==> src/rtl/uart_ascii_pkg.sv <==
// Shared constants and types for the UART ASCII decimal sequencer.
package uart_ascii_pkg;

    localparam logic [7:0] ASCII_ZERO = 8'd48;
    localparam logic [7:0] ASCII_NINE = 8'd57;
    localparam logic [7:0] ASCII_CR   = 8'd13;
    localparam logic [7:0] ASCII_LF   = 8'd10;

    // Decimal weights indexed by digit position (0 = units).
    localparam logic [15:0] POW10 [0:4] = '{16'd1, 16'd10, 16'd100, 16'd1000, 16'd10000};

    typedef enum logic [2:0] {
        IDLE    = 3'd0,
        SUB     = 3'd1,
        EMIT    = 3'd2,
        SEND_CR = 3'd3,
        SEND_LF = 3'd4,
        DONE    = 3'd5
    } tx_state_t;

endpackage

==> src/rtl/uart_ascii_rx_acc.sv <==
// Rx half: accumulates ASCII decimal digits and publishes the value on CR/LF.
module uart_ascii_rx_acc
    import uart_ascii_pkg::*;
#(
    parameter int Nbits      = 8,
    parameter int DATA_W     = 16,
    parameter int MAX_DIGITS = 5
) (
    input  logic              clk,
    input  logic              reset,
    input  logic              rx_valid,
    input  logic [Nbits-1:0]  rx_data,
    output logic [DATA_W-1:0] rx_value,
    output logic              rx_value_valid,
    output logic              rx_error
);

    localparam int CNT_W = $clog2(MAX_DIGITS + 1);

    logic [DATA_W-1:0] acc_r, acc_s;
    logic [CNT_W-1:0]  cnt_r, cnt_s;
    logic              err_r, err_s;
    logic [DATA_W-1:0] value_r, value_s;
    logic              valid_r, valid_s;
    logic              error_r, error_s;

    logic [Nbits-1:0]  diff_s;
    logic [DATA_W+3:0] wide_acc_s;
    logic [DATA_W+3:0] prod_s;
    logic              is_digit_s;
    logic              is_term_s;

    // Decode the incoming character and compute the widened acc*10+digit.
    always_comb begin
        diff_s     = rx_data - ASCII_ZERO;
        is_digit_s = (rx_data >= ASCII_ZERO) && (rx_data <= ASCII_NINE);
        is_term_s  = (rx_data == ASCII_CR) || (rx_data == ASCII_LF);
        wide_acc_s = {4'd0, acc_r};
        prod_s     = (wide_acc_s << 3) + (wide_acc_s << 1) + {{DATA_W{1'b0}}, diff_s[3:0]};
    end

    // Next-state for accumulator, digit count, line error flag and pulses.
    always_comb begin
        acc_s   = acc_r;
        cnt_s   = cnt_r;
        err_s   = err_r;
        value_s = value_r;
        valid_s = 1'b0;
        error_s = 1'b0;
        if (rx_valid) begin
            if (is_digit_s) begin
                if (!err_r) begin
                    if ((cnt_r >= CNT_W'(MAX_DIGITS)) || (prod_s > {4'd0, {DATA_W{1'b1}}})) begin
                        err_s   = 1'b1;
                        error_s = 1'b1;
                    end else begin
                        acc_s = prod_s[DATA_W-1:0];
                        cnt_s = cnt_r + CNT_W'(1);
                    end
                end else begin
                    err_s = 1'b1;
                end
            end else if (is_term_s) begin
                if ((cnt_r != CNT_W'(0)) && !err_r) begin
                    value_s = acc_r;
                    valid_s = 1'b1;
                end else begin
                    value_s = value_r;
                end
                acc_s = {DATA_W{1'b0}};
                cnt_s = CNT_W'(0);
                err_s = 1'b0;
            end else begin
                // A bad character poisons the rest of the line; report it once.
                error_s = !err_r;
                err_s   = 1'b1;
            end
        end else begin
            valid_s = 1'b0;
        end
    end

    // Rx state and registered outputs.
    always_ff @(posedge clk or negedge reset) begin
        if (!reset) begin
            acc_r   <= {DATA_W{1'b0}};
            cnt_r   <= CNT_W'(0);
            err_r   <= 1'b0;
            value_r <= {DATA_W{1'b0}};
            valid_r <= 1'b0;
            error_r <= 1'b0;
        end else begin
            acc_r   <= acc_s;
            cnt_r   <= cnt_s;
            err_r   <= err_s;
            value_r <= value_s;
            valid_r <= valid_s;
            error_r <= error_s;
        end
    end

    assign rx_value       = value_r;
    assign rx_value_valid = valid_r;
    assign rx_error       = error_r;

endmodule

==> src/rtl/uart_ascii_seq.sv <==
// UART <-> binary sequencer: Rx digit accumulator plus Tx decimal printer.
module uart_ascii_seq
    import uart_ascii_pkg::*;
#(
    parameter int Nbits      = 8,
    parameter int DATA_W     = 16,
    parameter int MAX_DIGITS = 5
) (
    input  logic              clk,
    input  logic              reset,
    input  logic              rx_valid,
    input  logic [Nbits-1:0]  rx_data,
    output logic [DATA_W-1:0] rx_value,
    output logic              rx_value_valid,
    output logic              rx_error,
    input  logic              tx_start,
    input  logic [DATA_W-1:0] tx_value,
    output logic              tx_busy,
    output logic              tx_done,
    output logic [Nbits-1:0]  tx_char,
    output logic              tx_char_valid,
    input  logic              tx_char_ready
);

    uart_ascii_rx_acc #(
        .Nbits      (Nbits),
        .DATA_W     (DATA_W),
        .MAX_DIGITS (MAX_DIGITS)
    ) u_rx (
        .clk            (clk),
        .reset          (reset),
        .rx_valid       (rx_valid),
        .rx_data        (rx_data),
        .rx_value       (rx_value),
        .rx_value_valid (rx_value_valid),
        .rx_error       (rx_error)
    );

    tx_state_t         state_r, state_s;
    logic [DATA_W-1:0] rem_r, rem_s;
    logic [2:0]        pow_idx_r, pow_idx_s;
    logic [3:0]        digit_r, digit_s;
    logic              started_r, started_s;
    logic [Nbits-1:0]  char_r, char_s;
    logic              char_valid_r, char_valid_s;
    logic              busy_r, busy_s;
    logic              done_r, done_s;
    logic [DATA_W-1:0] pow_s;
    logic              accept_s;

    // Tx FSM next state, datapath and next registered outputs.
    always_comb begin
        state_s   = state_r;
        rem_s     = rem_r;
        pow_idx_s = pow_idx_r;
        digit_s   = digit_r;
        started_s = started_r;
        pow_s     = POW10[pow_idx_r];
        accept_s  = char_valid_r && tx_char_ready;

        case (state_r)
            IDLE: begin
                if (tx_start) begin
                    rem_s     = tx_value;
                    pow_idx_s = 3'(MAX_DIGITS - 1);
                    digit_s   = 4'd0;
                    started_s = 1'b0;
                    state_s   = SUB;
                end else begin
                    state_s = IDLE;
                end
            end
            SUB: begin
                if (rem_r >= pow_s) begin
                    rem_s   = rem_r - pow_s;
                    digit_s = digit_r + 4'd1;
                end else begin
                    state_s = EMIT;
                end
            end
            EMIT: begin
                // A non-emitting EMIT (suppressed leading zero) never raised valid.
                if (char_valid_r && !tx_char_ready) begin
                    state_s = EMIT;
                end else begin
                    if (char_valid_r) begin
                        started_s = 1'b1;
                    end else begin
                        started_s = started_r;
                    end
                    if (pow_idx_r == 3'd0) begin
                        state_s = SEND_CR;
                    end else begin
                        pow_idx_s = pow_idx_r - 3'd1;
                        digit_s   = 4'd0;
                        state_s   = SUB;
                    end
                end
            end
            SEND_CR: begin
                if (accept_s) begin
                    state_s = SEND_LF;
                end else begin
                    state_s = SEND_CR;
                end
            end
            SEND_LF: begin
                if (accept_s) begin
                    state_s = DONE;
                end else begin
                    state_s = SEND_LF;
                end
            end
            DONE: begin
                state_s = IDLE;
            end
            default: begin
                state_s = IDLE;
            end
        endcase

        // Outputs are derived from the upcoming state so they can be registered.
        char_s       = char_r;
        char_valid_s = 1'b0;
        busy_s       = (state_s != IDLE) && (state_s != DONE);
        done_s       = (state_s == DONE);
        case (state_s)
            EMIT: begin
                if ((digit_s != 4'd0) || started_s || (pow_idx_s == 3'd0)) begin
                    char_valid_s = 1'b1;
                    char_s       = ASCII_ZERO + {4'd0, digit_s};
                end else begin
                    char_valid_s = 1'b0;
                end
            end
            SEND_CR: begin
                char_valid_s = 1'b1;
                char_s       = ASCII_CR;
            end
            SEND_LF: begin
                char_valid_s = 1'b1;
                char_s       = ASCII_LF;
            end
            default: begin
                char_valid_s = 1'b0;
            end
        endcase
    end

    // Tx state register and registered outputs.
    always_ff @(posedge clk or negedge reset) begin
        if (!reset) begin
            state_r      <= IDLE;
            rem_r        <= {DATA_W{1'b0}};
            pow_idx_r    <= 3'd0;
            digit_r      <= 4'd0;
            started_r    <= 1'b0;
            char_r       <= ASCII_ZERO;
            char_valid_r <= 1'b0;
            busy_r       <= 1'b0;
            done_r       <= 1'b0;
        end else begin
            state_r      <= state_s;
            rem_r        <= rem_s;
            pow_idx_r    <= pow_idx_s;
            digit_r      <= digit_s;
            started_r    <= started_s;
            char_r       <= char_s;
            char_valid_r <= char_valid_s;
            busy_r       <= busy_s;
            done_r       <= done_s;
        end
    end

    assign tx_char       = char_r;
    assign tx_char_valid = char_valid_r;
    assign tx_busy       = busy_r;
    assign tx_done       = done_r;

endmodule

==> config.mk <==
export PLATFORM = sky130hd
export DESIGN_NAME = uart_ascii_seq
export DESIGN_NICKNAME = d
export VERILOG_FILES = /design/src/rtl/uart_ascii_pkg.sv /design/src/rtl/uart_ascii_rx_acc.sv /design/src/rtl/uart_ascii_seq.sv
export SDC_FILE = /design/constraint.sdc
export NUM_CORES = 1
export LEC_CHECK = 0
export ABC_CLOCK_PERIOD_IN_PS = 5200
export CELL_PAD_IN_SITES_DETAIL_PLACEMENT = 1
export CELL_PAD_IN_SITES_GLOBAL_PLACEMENT = 1
export CORE_ASPECT_RATIO = 0.8
export CORE_MARGIN = 2
export CORE_UTILIZATION = 44
export DETAILED_ROUTE_END_ITERATION = 8
export PLACE_DENSITY_LB_ADDON = 0.1
export SKIP_CTS_REPAIR_TIMING = 1
export SLEW_MARGIN = 15
export SYNTH_ARGS = -nofsm -noshare
export SYNTH_HDL_FRONTEND = slang
export SYNTH_SLANG_ARGS = --single-unit
export TNS_END_PERCENT = 10
==> constraint.sdc <==
create_clock -name clk -period 5.2 [get_ports clk]
set_clock_uncertainty 0.15 [all_clocks]
set_input_delay 1.04 -clock clk [delete_from_list [all_inputs] [get_ports clk]]
set_output_delay 1.04 -clock clk [all_outputs]
set_load 0.01 [all_outputs]
==> metrics.csv <==
metric,value,unit
Hold Path Class,reg -> reg,
kind of critical path,in -> reg,
RSZ-0062 raised after global routing,false,
slew margin rel.,33.1,%
post-synthesis sequential area ratio,35.5,%
CTS Buffer Depth,2,
final hold viol count,0,
Post-Route Setup TNS,0,ps
wire length of the first global-routing pass,25000,microns
Peak Freq,203,MHz
Die H,101,microns
TritonCTS buffer count,9,
most common cell in the netlist,nand2_1,
drt via density,5.75,
Cell Count Post-Placement,780,
WL final,14600,microns
final setup margin,263,ps
Setup-failing EPs final,0,
fin crit share,94.9,%
run status,"finished, final reports clean",
ys async rst share,100,%
Netlist cell types,68,
vias in the first global route,4969,
syn avg cell area,8.77,sq um
CP Max Fanout,18,
post-synthesis cell count,587,
initial core utilization,44.9,%
"top cells by area, synth","dfrtp_1, ha_1, nand2_1, o21ai_0, a21oi_1",
GP Congestion,0.862,
DRT Pass-1 Iters,4,
antenna violations before repair,0,
Ys Warns,0,
Comb power frac,52.9,%
fin. max-slew vios,0,
root buf cell,clkbuf_16,
Static Leak,0.00286,uW
PwrDens,549,nW/um^2
layout cells sized above 1,6.64,%
fillers,1363,
placed cell area,5850,sq um
Critical Path AT,5000,ps
HPWL after detailed placement,10500,microns
die outline width,125,microns
detailed-route via count,4577,
Core Box Area,11500,sq um
pre-CTS setup slack,-65.0,ps
CTS Sinks,73,
initial DRC count,191,
Switching Power,1490,uW
DRC violations left,0,
FP Rows,35,
Flop pwr share,25.5,%
Tot Pwr,3400,uW
number of diodes,0,
internal power,1910,uW
post-route ant nets,0,
number of synthesized flops with an enable pin,0,
clock group share of total power,21.6,%
max cap viols,0,
clk_lat worst skew,340,ps
I/O Buffers,55,
worst endpoint required time,5270,ps
Slew @ Worst Pin,1000,ps
total global-route track usage,24.6,%
Area Growth Syn to Fin,20.3,%
Worst VDD drop,0.282,mV
clock slew at reported path FFs,60,ps
Synth area leader,dfrtp_1,
H-tree depth,3,
Top Ports,58,
pin count of the biggest net entering global routing,74,
CTS tree,built,
Main synth FF type,dfrtp_1,
wire per inst,18.4,microns
Tmin final,4940,ps
Die Area,12600,sq um
sw frac,43.7,%
grt ovf,0,
fin nets,725,
critical path capture point type,flip-flop,
CP startpoint kind,input port,
final cell count without fillers,796,
share of the synthesized area in the top cell type,35.0,%
Post-Layout Inst Area,6190,sq um
synthesized area,5150,sq um
number of synthesized register bits,73,
synth cell count leaders,"nand2_1, dfrtp_1, nor2_1, ha_1, o21ai_0",
-- flip-flops by register name, summed over array words and instances, names as in the netlist --
signal,cells
digit_r,4
pow_idx_r,3
rem_r,16
started_r,1
state_r,3
tx_busy,1
tx_char,5
tx_char_valid,1
tx_done,1
u_rx.acc_r,16
u_rx.cnt_r,3
u_rx.err_r,1
u_rx.rx_error,1
u_rx.rx_value,16
u_rx.rx_value_valid,1
-- layout make-up --
class / instances / area [sq um] / area share, %
Timing Repair Buffer: 63 / 621 / 10.0
Inverter: 39 / 146 / 2.36
Sequential cell: 73 / 1830 / 29.5
Clock inverter: 7 / 118 / 1.90
Tap cell: 148 / 185 / 2.99
Multi-Input combinational cell: 457 / 3070 / 49.6
Clock buffer: 9 / 225 / 3.64
-- power groups by stage --
stage / logic [uW] / clock network (uW) / registers [uW]
3_5_place_dp: 1770 / 0 / 872
6_report: 1800 / 733 / 866
3_3_place_gp: 1690 / 0 / 862
5_1_grt: 2030 / 770 / 893
4_1_cts: 1800 / 747 / 864
2_1_floorplan: 1310 / 0 / 828
-- cell families after synthesis --
kind of cell               count (synthesis)  synth area share, %
xor gates and xnor gates                  15                 2.55
adders and majority gates                 53                 13.3
DFF                                       73                 35.5
AOI/OAI and AO/OA                        162                 20.7
buffers and inverters                     58                 4.96
muxes                                     21                 4.23
and+or+nand+nor                          204                 18.6
other                                      1               0.0728
-- stage by stage --
| stage | hold WS, ps | util (%) |
|---|---|---|
| global route | 355 | 54.0 |
| CTS | 335 | 54.0 |
| finish | 334 | 54.0 |
| floorplan | 306 | - |
| detailed placement | 320 | 51.0 |
| global placement | 307 | 51.0 |
-- final timing paths --
kind	start	endpoint	slack (ps)	cells after the start
worst min-delay path	u_rx.rx_value[4]$_DFFE_PN0P_	u_rx.rx_value[4]$_DFFE_PN0P_	330	2
max in group asynchronous	reset	rem_r[0]$_DFFE_PN0P_	3530	1
worst max-delay path	rx_data[3]	u_rx.acc_r[11]$_DFFE_PN0P_	260	14
worst min register to register	u_rx.rx_value[4]$_DFFE_PN0P_	u_rx.rx_value[4]$_DFFE_PN0P_	330	2
worst max register to register	pow_idx_r[0]$_DFF_PN0_	tx_char[2]$_DFFE_PN0P_	760	14
min in group asynchronous	reset	u_rx.rx_value[9]$_DFFE_PN0P_	680	1
-- routing by layer --
layer  global-route usage [%]  share of wire (%)  vias up
li1                         -                  -     2221
met1                     33.9                 49     2267
met2                     41.4                 46       78
met3                     4.35                3.2       11
met4                     5.04               0.85        0
met5                        0                  0        -
-- worst max-delay path, stage by stage --
cell and delay [ps]:
clkdlybuf4s50_1 510, inv_1 70, fa_1 550, inv_1 50
ha_1 320, a211oi_2 230, o21bai_1 160, o41a_1 480
a221oi_2 360, o211ai_1 150, a221oi_2 340, o211a_1 220
buf_12 180, mux2_1 340
-- placed cells by master (no fill, tap or decap), types with 5 or more instances in the layout --
cell type	instances
mux2_1	6
o21ai_0	41
o211ai_1	5
nand2b_1	5
nor3_1	11
a21oi_1	39
mux2i_1	15
ha_1	50
xnor2_1	7
inv_1	38
nor2_1	51
a31oi_1	9
buf_4	8
or2_2	6
o22ai_1	8
clkbuf_16	9
xor2_1	8
and2_1	7
dfrtp_1	72
nor2b_1	8
nand3_1	10
nand2_1	79
o21a_1	7
clkdlybuf4s50_1	54
a22o_1	5
a211oi_1	5
Power figures use the tool's default switching activity.
==> patch 1, RTL diff (same settings) <==
`MAX_DIGITS` is set to 5 in 2 places; all go to 10.
--- a/src/rtl/uart_ascii_rx_acc.sv
+++ b/src/rtl/uart_ascii_rx_acc.sv
@@ -6,3 +6,3 @@
     parameter int DATA_W     = 16,
-    parameter int MAX_DIGITS = 5
+    parameter int MAX_DIGITS = 10
 ) (
--- a/src/rtl/uart_ascii_seq.sv
+++ b/src/rtl/uart_ascii_seq.sv
@@ -6,3 +6,3 @@
     parameter int DATA_W     = 16,
-    parameter int MAX_DIGITS = 5
+    parameter int MAX_DIGITS = 10
 ) (
Function: changed (Yosys sat finds a counterexample within 4 cycles, from zero or initial values and one cycle with reset low).
==> patch 1 against the original RTL <==
Final cell count up 5.0%. Routed wire length up 2.4%. Final area up 4.3%. Critical endpoint is now u_rx.cnt_r[0]. Worst setup slack better by 49 ps. Largest power group unchanged. Die area up 4.9%. Via count up 5.4%. Power down 2.2%. Core utilization down 0.45 points. Maximum frequency up 1.0%. Sequential cell count up 1. Area after synthesis up 5.1%.
==> patch 1: results (changes against the original RTL) <==
* Maximum number of pins on one net before global-route repair at 75 (+1.4%)
* Largest fanout of any net on the critical path at 9 (-9)
* Standby leakage power at 3.02 nW (+5.8%)
* Ranking of synthesized cells by instance count: sky130_fd_sc_hd__nand2_1, sky130_fd_sc_hd__dfrtp_1, sky130_fd_sc_hd__ha_1
* Drt wl/cell at 17.9 microns (-2.5%)
* Crit path capture: u_rx.cnt_r[0]
* Launch instance of the worst min-delay path: u_rx.rx_value[12]
* Final weighted congestion in routability-driven placement at 0.865 (+0.35%)
* IR Drop Worst-Case VDD at 0.331 mV (+18%)
* Result of the run: finished clean
* Synth top area cells: sky130_fd_sc_hd__dfrtp_1, sky130_fd_sc_hd__ha_1, sky130_fd_sc_hd__nand2_1, sky130_fd_sc_hd__o21ai_0, sky130_fd_sc_hd__nor2_1
* Fin nets at 761 (+5.0%)
* Total GRT Usage at 23.6% (-1.0 points)
* Reg2reg setup slack at 810 ps (+50 ps)
* Worst Setup Slack, final at 312 ps (+48.7 ps)
* Via count of the first global-routing pass at 4820 (-3.0%)
* Slew Limit Headroom at 34.5% (+1.4 points)
* Top-area cell type share of the netlist area at 33.8% (-1.2 points)
* Endpoint, Worst Hold: u_rx.rx_value[12]
* Ratio of cells with drive above 1 in the final layout at 8.04% (+1.4 points)
* Count of cell types in the netlist at 78 (+15%)
* Drt first-iter violations at 166 (-13%)
* HPWL after detailed placement at 11.1 mm (+5.2%)
* Wire length of the first global-routing pass at 24.5 mm (-2.1%)
* Routed via count divided by cell count at 5.77 (+0.33%)
* Sequential fraction of the synthesis area at 34.2% (-1.3 points)
* CTS H-tree lvls at 3 (unchanged)
* Worst slack at placement at -36.7 ps (+28.3 ps)
patch 1: cell type report:
class,instances,share of cell area (%)
clock buffers,10,3.54
clock inverters,6,1.39
inverters,35,2.03
multi-input cells,492,51.5
flip-flops and latches,74,28.7
well taps,152,2.94
repair buffers,67,9.88
patch 1: layer usage:
metal | GRT usage [%] | routed length (microns)
met4 | 6.76 | 155
met2 | 36.9 | 6670
met5 | 0 | 0
met3 | 5.14 | 614
met1 | 33.3 | 7540
patch 1: logic make-up (layout without fill, tap and decap cells):
group                      Yosys count  in the layout  synth area share (%)
xor gates and xnor gates            14             14                  2.27
DFF                                 74             74                  34.2
AOI/OAI and AO/OA                  172            172                  21.6
buffers and inverters               56            118                  4.30
adders and majority gates           53             53                  12.7
muxes                               26             26                  5.50
and+or+nand+nor                    225            225                  19.4
other                                1              2                0.0693
patch 1: worst min-delay path, cell delays in order (launching register included):
cell                      delay, ps
sky130_fd_sc_hd__dfrtp_1        340
sky130_fd_sc_hd__nand2_1         50
sky130_fd_sc_hd__nand2_1         50
patch 1: stage by stage:
step           cells  TNS [ps]  cell area [sq um]  hold slack [ps]
6_report         836         0               6460              324
5_1_grt          836         0               6460              353
4_1_cts          836         0               6460              334
3_5_place_dp     820      -133               6140              318
3_3_place_gp     820         0               6140              308
2_1_floorplan    622         0               5420              306
patch 1: report_power, final:
part / internal (mW) / switching [mW]
logic: 0.719 / 1.05
registers: 0.720 / 0.151
clock network: 0.422 / 0.260
==> patch 2, RTL diff (config.mk and constraints unchanged) <==
Without the edit above. The 6 states of `tx_state_t` get a one-hot encoding in 6 bits.
--- a/src/rtl/uart_ascii_pkg.sv
+++ b/src/rtl/uart_ascii_pkg.sv
@@ -11,9 +11,9 @@
 
-    typedef enum logic [2:0] {
-        IDLE    = 3'd0,
-        SUB     = 3'd1,
-        EMIT    = 3'd2,
-        SEND_CR = 3'd3,
-        SEND_LF = 3'd4,
-        DONE    = 3'd5
+    typedef enum logic [5:0] {
+        IDLE    = 6'b000001,
+        SUB     = 6'b000010,
+        EMIT    = 6'b000100,
+        SEND_CR = 6'b001000,
+        SEND_LF = 6'b010000,
+        DONE    = 6'b100000
     } tx_state_t;
Behaviour: same outputs for any inputs over 4 cycles, from zero or initial values and one cycle with reset low; so few cycles prove little.
==> patch 2 against the original RTL <==
Largest power group unchanged. Final area is 2.4% higher. Routed wire length is 2.5% higher. Worst setup slack better by 38 ps. Sequential share of layout area is 0.50 points higher. Area after synthesis is 2.7% higher. Die area is 2.6% higher. Non-clock buffer count is 3 higher. Power is 20% lower. Critical path type unchanged. Sequential cell count is 3 higher.
==> patch 2: results (changes against the original RTL) <==
* Inverters, non-clock at 35 (-10%)
* Sequential fraction of the synthesis area at 36.0% (+0.49 points)
* Internal power consumption at 1.63 mW (-15%)
* Number of multi-input combinational cells at 469 (+2.6%)
* DP Cell Count at 794 (+1.8%)
* IR Drop Worst-Case VDD at 0.210 mV (-25%)
* Endpoint, Worst Hold: u_rx.rx_value[6]
* Compound-gate portion of the synthesized area at 19.5% (-1.2 points)
* Slew @ Worst Pin at 1020 ps (+15.3 ps)
* CTS H-tree lvls at 3 (unchanged)
* Mux share of post-synthesis cell area at 4.64% (+0.41 points)
* Sequential-cell power consumption at 0.841 mW (-2.9%)
* Share of the final layout cell area in multi-input gates at 49.8% (+0.27 points)
* Combinational family with the most area after synthesis: simple AND/OR/NAND/NOR gates
* Sequential standard cell area at 1900 sq um (+4.2%)
* Largest fanout of any net on the critical path at 8 (-10)
* Post-Synth Adder-Cell Area at 13.0% (-0.36 points)
* Reg2reg setup slack at 510 ps (-250 ps)
* Count of antenna-violating nets left after detailed routing at 0 (unchanged)
* Final weighted congestion in routability-driven placement at 0.857 (-0.59%)
* Count of non-filler cells in the finished layout at 810 (+1.8%)
* Total GRT Usage at 24.4% (-0.21 points)
* Launch instance of the worst min-delay path: u_rx.rx_value[6]
* Fill count at 1358 (-0.37%)
* Drt wl/cell at 18.5 microns (+0.77%)
* Via count of the first global-routing pass at 5017 (+0.97%)
* Count of cell types in the netlist at 74 (+8.8%)
* Fin nets at 739 (+1.9%)
* FF+latch count at 76 (+4.1%)
* Endpoint of the lowest-slack register-to-register path: tx_char[3]
* Post-Route Hold Slack at 330 ps (-4.49 ps)
* Result of the run: finished clean
* CP peak stage delay at 590 ps (+40 ps)
* Wire length of the first global-routing pass at 25.3 mm (+0.96%)
* Xor/xnor cell area share of the yosys netlist at 2.65% (+0.097 points)
* Ranking of synthesized cells by instance count: sky130_fd_sc_hd__nand2_1, sky130_fd_sc_hd__dfrtp_1, sky130_fd_sc_hd__nor2_1
* Drt first-iter violations at 254 (+33%)
* Non-clk buf share at 9.94% (-0.079 points)
* HPWL after detailed placement at 10.9 mm (+3.5%)
* Clock network contribution to total cell area at 5.21% (-0.33 points)
* Synth top area cells: sky130_fd_sc_hd__dfrtp_1, sky130_fd_sc_hd__ha_1, sky130_fd_sc_hd__nand2_1, sky130_fd_sc_hd__nor2_1, sky130_fd_sc_hd__o21ai_0
* Crit path capture: u_rx.cnt_r[0]
* Number of cells on the worst reg-to-reg path at 14 (unchanged)
* Number of non-clock buffers at 66 (+4.8%)
* Post-Syn Instances at 599 (+2.0%)
* Clk Latency, worst-skew pair at 350 ps
* Ratio of cells with drive above 1 in the final layout at 6.65% (+0.011 points)
* Number of instances on the worst hold path at 2 (unchanged)
* Maximum number of pins on one net before global-route repair at 77 (+4.1%)
* Vias post-DR at 4676 (+2.2%)
* Standby leakage power at 2.97 nW (+3.8%)
* Portion of total power attributed to the clock network at 26.4% (+4.8 points)
* Data arrival, critical path at 4970 ps (-30 ps)
## patch 2: cell types whose count changed after synthesis, sizes merged, moves of 7 or more
| cell | before | now |
|---|---|---|
| mux2i | 15 | 8 |
| nand2 | 79 | 95 |
| mux2 | 6 | 14 |
| a21oi | 39 | 31 |
## patch 2: stage by stage
stage	TNS, ps	setup slack (ps)	power [mW]	instance area (sq um)	utilization [%]
2_1_floorplan	0	427	1.64	5290	-
3_3_place_gp	0	68.6	1.91	6010	51.8
3_5_place_dp	-256	-35.8	1.98	6010	51.8
4_1_cts	0	297	2.72	6340	54.7
5_1_grt	0	80.2	2.89	6340	54.7
6_report	0	302	2.71	6340	54.7
## patch 2: critical path: cells and delay by family
kind	cells	cell delay (ps)
compound gates	6	1200
fa+ha+maj	2	900
buf+inv	5	1030
mux	1	340
simple gates	1	460
## patch 2: metal layers
layer,vias up,track usage (%),share of wire (%)
met5,-,0,0
met3,12,4.24,3.8
met2,88,40.4,46
met4,0,5.75,0.94
met1,2319,33.8,50
li1,2257,-,-
